**config.mk**
```make
export PLATFORM = sky130hd
export DESIGN_NAME = matrix_adder
export DESIGN_NICKNAME = d
export VERILOG_FILES = /design/src/rtl/matrix_adder.sv
export SDC_FILE = /design/constraint.sdc
export NUM_CORES = 1
export LEC_CHECK = 0
export CORE_AREA = 2 2 244 246
export DETAILED_ROUTE_END_ITERATION = 8
export DIE_AREA = 0 0 246 248
export PLACE_DENSITY = 0.55
export SYNTH_ARGS = -nofsm -noshare
export SYNTH_HDL_FRONTEND = slang
export SYNTH_SLANG_ARGS = --single-unit
```
**constraint.sdc**
```tcl
create_clock -name clk -period 2.9 [get_ports clk]
set_clock_uncertainty 0.2 [all_clocks]
set_input_delay 0.87 -clock clk [delete_from_list [all_inputs] [get_ports clk]]
set_output_delay 0.87 -clock clk [all_outputs]
set_load 0.1 [all_outputs]
```
**src/rtl/matrix_adder.sv**
```systemverilog
// Element-wise signed addition of two packed DIM x DIM matrices with
// optional saturation, a one-cycle registered result and per-element overflow flags.
module matrix_adder #(
    parameter int DIM      = 5,
    parameter int W        = 8,
    parameter int SATURATE = 0
) (
    input  logic                 clk,
    input  logic                 rst_n,
    input  logic                 start,
    input  logic [DIM*DIM*W-1:0] matrix_A,
    input  logic [DIM*DIM*W-1:0] matrix_B,
    output logic [DIM*DIM*W-1:0] result_out,
    output logic [DIM*DIM-1:0]   overflow_map,
    output logic                 overflow,
    output logic                 done
);

    localparam int N = DIM * DIM;

    // Clamp to the signed range only when saturation is enabled; the sign of
    // the (equal-signed) operands tells which rail was crossed.
    function automatic logic [W-1:0] saturate(input logic signed [W-1:0] sum,
                                              input logic ovf,
                                              input logic neg);
        if ((SATURATE != 0) && ovf)
            return neg ? {1'b1, {(W-1){1'b0}}} : {1'b0, {(W-1){1'b1}}};
        return sum;
    endfunction

    logic [N*W-1:0] res_p0;
    logic [N-1:0]   ovf_p0;

    // Stage p0: combinational per-element add, no carry between elements
    for (genvar k = 0; k < N; k++) begin : g_elem
        logic signed [W-1:0] a_k;
        logic signed [W-1:0] b_k;
        logic signed [W-1:0] sum_k;

        assign a_k   = matrix_A[k*W +: W];
        assign b_k   = matrix_B[k*W +: W];
        assign sum_k = a_k + b_k;

        assign ovf_p0[k]        = (a_k[W-1] == b_k[W-1]) && (sum_k[W-1] != a_k[W-1]);
        assign res_p0[k*W +: W] = saturate(sum_k, ovf_p0[k], a_k[W-1]);
    end

    logic [N*W-1:0] res_p1;
    logic [N-1:0]   ovf_map_p1;
    logic           ovf_p1;
    logic           vld_p1;

    // Stage p1: results load only on start and hold otherwise
    always_ff @(posedge clk or negedge rst_n) begin
        if (!rst_n) begin
            res_p1     <= '0;
            ovf_map_p1 <= '0;
            ovf_p1     <= 1'b0;
            vld_p1     <= 1'b0;
        end else begin
            vld_p1 <= start;
            if (start) begin
                res_p1     <= res_p0;
                ovf_map_p1 <= ovf_p0;
                ovf_p1     <= |ovf_p0;
            end
        end
    end

    assign result_out   = res_p1;
    assign overflow_map = ovf_map_p1;
    assign overflow     = ovf_p1;
    assign done         = vld_p1;

endmodule

```
Word level (Yosys, flattened, before mapping)
Cells that the tools add are included.
{"block": "word_totals", "register_bits": 227, "output_inout_bits": 227, "elab_cells": 105}
{"block": "op_classes", "n_addsub": 25, "n_eq_ne": 50, "n_reduce_logical": 26}
{"operator": "adder 8 bit", "count": 25}
{"operator": "== test 1 bit", "count": 25}
{"operator": "logical AND 1 bit", "count": 25}
{"operator": "inequality test 1 bit", "count": 25}
{"operator": "OR reduction 25 bit", "count": 1}

Depth between registers and ports, before layout
{"block": "logic_depth", "word_depth": 4, "depth_mapped": 9, "depth_no_buf": 9}

Least setup slack after synthesis
No wires, ideal clock.
{"block": "synth_timing", "kind": "input-to-reg", "start": "input matrix_A[121]", "end": "register ovf_p1, in the netlist overflow", "setup_ns": 0.136, "arrival_time_ns": 2.740, "required_ns": 2.564, "setup_slack_ns": -0.176, "cell_stages": 9, "path_buffers": 0, "path_cell_list": "ha_1 > a211oi_1 > nor2_1 > or4_4 > a31oi_4 > mux2i_1 > nand4_1 > nor4_1 > a31oi_1"}
{"block": "synth_via", "elab_chain_len": 4}
{"element": "start: declaration", "line": "11", "text": "input logic [DIM*DIM*W-1:0] matrix_A,"}
{"element": "adder 8 bit", "line": "42", "text": "assign sum_k = a_k + b_k;"}
{"element": "inequality test 1 bit", "line": "44", "text": "assign ovf_p0[k] = (a_k[W-1] == b_k[W-1]) && (sum_k[W-1] != a_k[W-1]);"}
{"element": "logical AND 1 bit", "line": "44"}
{"element": "OR reduction 25 bit", "line": "65", "text": "ovf_p1 <= |ovf_p0;"}
{"element": "end signal: assignment", "line": "65"}
{"element": "end: declaration", "line": "50", "text": "logic ovf_p1;"}
No other way between the ends.
A chain may end at the register's enable or synchronous reset.

Worst setup path in the final report
{"block": "layout_timing", "start": "input matrix_B[64]", "end": "register ovf_p1, in the netlist overflow"}
{"block": "layout_via", "elab_chain_len": 4}
{"element": "start: declaration", "line": "12", "text": "input logic [DIM*DIM*W-1:0] matrix_B,"}
{"element": "adder 8 bit", "line": "42"}
{"element": "inequality test 1 bit", "line": "44"}
{"element": "logical AND 1 bit", "line": "44"}
{"element": "OR reduction 25 bit", "line": "65"}
No other way between the ends.

==> impl_results.md <==
- Highest clock rate: 0.348 GHz
- First-pass GRT wire length: 87.7 mm
- Pint: 0.00983 W
- Adder-Cell Fraction of Synth Area: between 15 and 20%
- Number of buffers added on ports: 629
- Power Density: 692 mW/mm²
- Yosys warnings: 0
- Synth Cell Area: ~0.015 mm²
- CTS tree: done
- Power, Total: about 0.019 W
- Share of cells above drive strength 1: 40.1%
- Die area: 0.0610 mm²
- Clock Tree Buf Depth: 3
- Final Wtd Congestion: 0.902
- Number of fill cells: between 5k and 6k
- Root buf cell: clkbuf_16
- Initial antenna violation count: 6
- Relative slew margins: around three fifths
- Vias in the first global route: 15.4k
- Die Y: 248 µm
- Unique masters post-synth: 52
- Synth Area in Compound Gates: 14.2%
- Status: finished, final reports clean
- Final hold violations: 0
- WL met3: 4.50 mm
- Post-route clock period utilization: between 90 and 100%
- Synth Area in XOR/XNOR: 9.35%
- Worst skew pair latency: approximately 0.52 ns
- Period minus WS final: 2.87 ns
- 1st-iter DRT viols: about 340
- Kind of critical path: in -> reg
- Slowest stage delay, CP: ~0.42 ns
- Worst Max-Slew Pin Slew: 0.620 ns
- Post-layout util: 46.3%
- Psw: 0.00888 W
- Post-route ant nets: 0
- Clock buffer count from CTS: 34
- # setup viols final: 0
- Largest family of logic cells by synthesized area: adder cells
- Cells along the critical path: clkdlybuf4s50_1 -> ha_1 -> a21oi_2 -> buf_4 -> o211ai_1 -> o21ai_1 -> nand2b_1 -> a21oi_2 -> mux2i_2 -> buf_4 -> nor4_4 -> a31oi_1
- Critical Path End Type: register
- Cell Count, Final, Fillers Out: 3,251
- Initial core utilization: 26.1%
- Via density: 4.51
- Core area: 0.0585 mm²
- Synth Instances: 1,414
- Grt ovf: 0
- I/O pins: 630
- WP buf/inv: 3
- Pin count of the biggest net entering global routing: roughly 110
- Worst min-delay path class: in -> async
- Post-synth net total: 2,017
- M1 wire length: 23.2 mm
- Startpoint type of the worst setup path: input pin
- #FFs+latches synth: about 230
- Critical path required time: 3.10 ns
- Number of flops mapped to enable cells by yosys: 0
- All-Layer GR Usage: a little under a fifth
- CTS Sinks: 227
- Drt pass-1 iters: 4
- Leak pwr: 12.9 nW
- Routed WL: between 60 and 70 mm
- Highest routed layer: met5
- Max IR drop VDD: between 0.0003 and 0.0004 V
- Gate family responsible for the most delay along the worst path: compound AO/OA/AOI/OAI gates
- Row cnt: 89
- Horiz. Die Dim: 246 µm
- Worst-path maximum fanout: 2
- WL per Instance: 18.5 µm
- Nets: ~3.1k
- Area growth, synth to finish: 77.2%
- Power share of the sequential group: 22.3%
- DRC viols: 0
- Worst Path Arrival: between 3 and 4 ns
- Placed Cells: 3,152
- Comb pwr share: between 50 and 60%
- Primary FF master, synth: dfrtp_1
- Clk pwr share: roughly 24%
- Avg Inst Size Synth: 10.8 µm²
- Wire length on met2: around 30 mm
- Async SR Flop Fraction: 100%
- Worst path slowest cell: clkdlybuf4s50_1
- Via count: 14.7k
- RSZ-0062 raised after global routing: yes
- Slew Limit Fails: 0
- Cts hold-fix bufs: 0
- Sw Share: 47.5%
- Multiplexer share of the synthesized area: 12.1%
- Post-Synth Simple-Gate Area: 8.25%
- Register area share after synthesis: between 30% and 40%
- H-tree Lvls: 2
- Maxcap violations: 0
- Hold WS: 0.0428 ns
- Setup TNS Final: 0 ns
- Post-DP HPWL: just under 50 mm
- Worst-path clk slew: 0.06 ns
-- final timing paths --
kind	to	slack (ns)	depth (start not counted)	from
worst max-delay path	overflow	0.03	12	matrix_B[64]
worst min-delay path	result_out[155]	0.04	1	rst_n
worst max register to register	result_out[45]	1.86	2	result_out[45]
worst min register to register	result_out[91]	0.28	1	result_out[91]
max in group asynchronous	result_out[33]	1.69	2	rst_n
min in group clk	result_out[91]	0.28	1	result_out[91]
-- cell families after synthesis --
group                    Yosys count
AND/OR/NAND/NOR                  277
AO/OA/AOI/OAI                    328
adder cells (fa/ha/maj)          200
XOR/XNOR                         163
flip-flops                       227
multiplexers                     166
buffers and inverters             53
-- synth_stat cells, types with 2 or more instances --
| master | instances | area (µm²) |
|---|---|---|
| dfrtp_1 | 227 | 5680 |
| or2_2 | 5 | 31.3 |
| o21ai_1 | 3 | 15.0 |
| a21o_1 | 88 | 661 |
| o211ai_1 | 10 | 75.1 |
| fa_1 | 25 | 500 |
| or4_4 | 2 | 22.5 |
| a21oi_1 | 125 | 626 |
| o22ai_1 | 2 | 12.5 |
| o21ai_0 | 37 | 185 |
| buf_1 | 6 | 22.5 |
| a31o_2 | 8 | 70.1 |
| o2bb2ai_1 | 2 | 17.5 |
| nor2_1 | 135 | 507 |
| and4_1 | 3 | 26.3 |
| mux2i_1 | 17 | 170 |
| mux2_2 | 149 | 1680 |
| and3_1 | 2 | 12.5 |
| xor2_1 | 44 | 385 |
| nand3_1 | 17 | 85.1 |
| o21a_1 | 10 | 75.1 |
| nand4_1 | 2 | 12.5 |
| nand2_1 | 48 | 180 |
| and2_1 | 15 | 93.8 |
| a41oi_1 | 2 | 17.5 |
| ha_1 | 175 | 2190 |
| clkbuf_1 | 27 | 101 |
| nand2b_1 | 9 | 56.3 |
| a31oi_1 | 2 | 12.5 |
| inv_1 | 19 | 71.3 |
| nor2b_1 | 5 | 31.3 |
| nor4_1 | 3 | 18.8 |
| a31oi_4 | 2 | 42.5 |
| or4_1 | 2 | 15.0 |
| o41ai_2 | 5 | 81.3 |
| o41a_1 | 3 | 33.8 |
| nor3_1 | 21 | 105 |
| xnor2_1 | 119 | 1040 |
| o21bai_1 | 5 | 37.5 |
| a211oi_1 | 15 | 113 |
| a211oi_2 | 3 | 37.5 |
| or3_1 | 5 | 31.3 |
-- what timing repair did --
action,4_1_cts,5_1_grt
pin swaps,44,98
setup endpoints to repair,6,18
cloned,0,0
gates resized for setup,100,157
buffers inserted,12,22
-- final cells by class --
cell class / count / area [µm²] / area share (%)
Multi-Input combinational cell: 1134 / 10200 / 37.7
Timing Repair Buffer: 1032 / 8910 / 32.9
Sequential cell: 227 / 5680 / 21.0
Clock buffer: 49 / 1020 / 3.77
Tap cell: 773 / 967 / 3.57
Clock inverter: 11 / 180 / 0.666
Inverter: 20 / 75.1 / 0.277
Antenna cell: 5 / 12.5 / 0.0462
-- worst register-to-register path: stages (launching register included) --
cell,delay [ns]
dfrtp_1,0.38
nor2b_1,0.13
a31o_2,0.23
-- sequential cells by signal (all words and copies together), names as in the netlist --
signal        flops
done              1
overflow          1
overflow_map     25
result_out      200
-- power groups by stage --
stage | registers, W | clock network [W] | logic [W]
global route | 0.00427 | 0.00480 | 0.0105
detailed placement | 0.00423 | 0 | 0.00981
global placement | 0.00421 | 0 | 0.00976
CTS | 0.00419 | 0.00469 | 0.00995
finish | 0.00418 | 0.00451 | 0.0100
floorplan | 0.00897 | 0 | 0.00187
-- cell usage in the layout, fill, tap and decap left out, types with 48 or more instances in the layout --
master,netlist,layout
dlymetal6s2s_1,0,55
ha_1,175,135
xnor2_1,119,119
clkdlybuf4s50_1,0,321
mux2_2,149,149
nand2_1,48,48
buf_4,0,623
dfrtp_1,227,227
a21o_1,88,88
a21oi_1,125,99
nor2_1,135,130
-- metal layers --
layer | GRT usage [%] | vias up
li1 | - | 7182
met1 | 20.8 | 6995
met2 | 33.4 | 396
met3 | 5.89 | 91
met4 | 7.33 | 4
met5 | 0 | -
-- per-stage QoR --
step	worst slack (ns)	area, µm²
after detailed placement	-1.00	24700
after floorplan	-0.0645	15300
after CTS	-0.0308	26300
final	0.0253	27100
after global placement	-1.01	24700
after global routing	-0.0795	27000
Power figures use the tool's default switching activity.
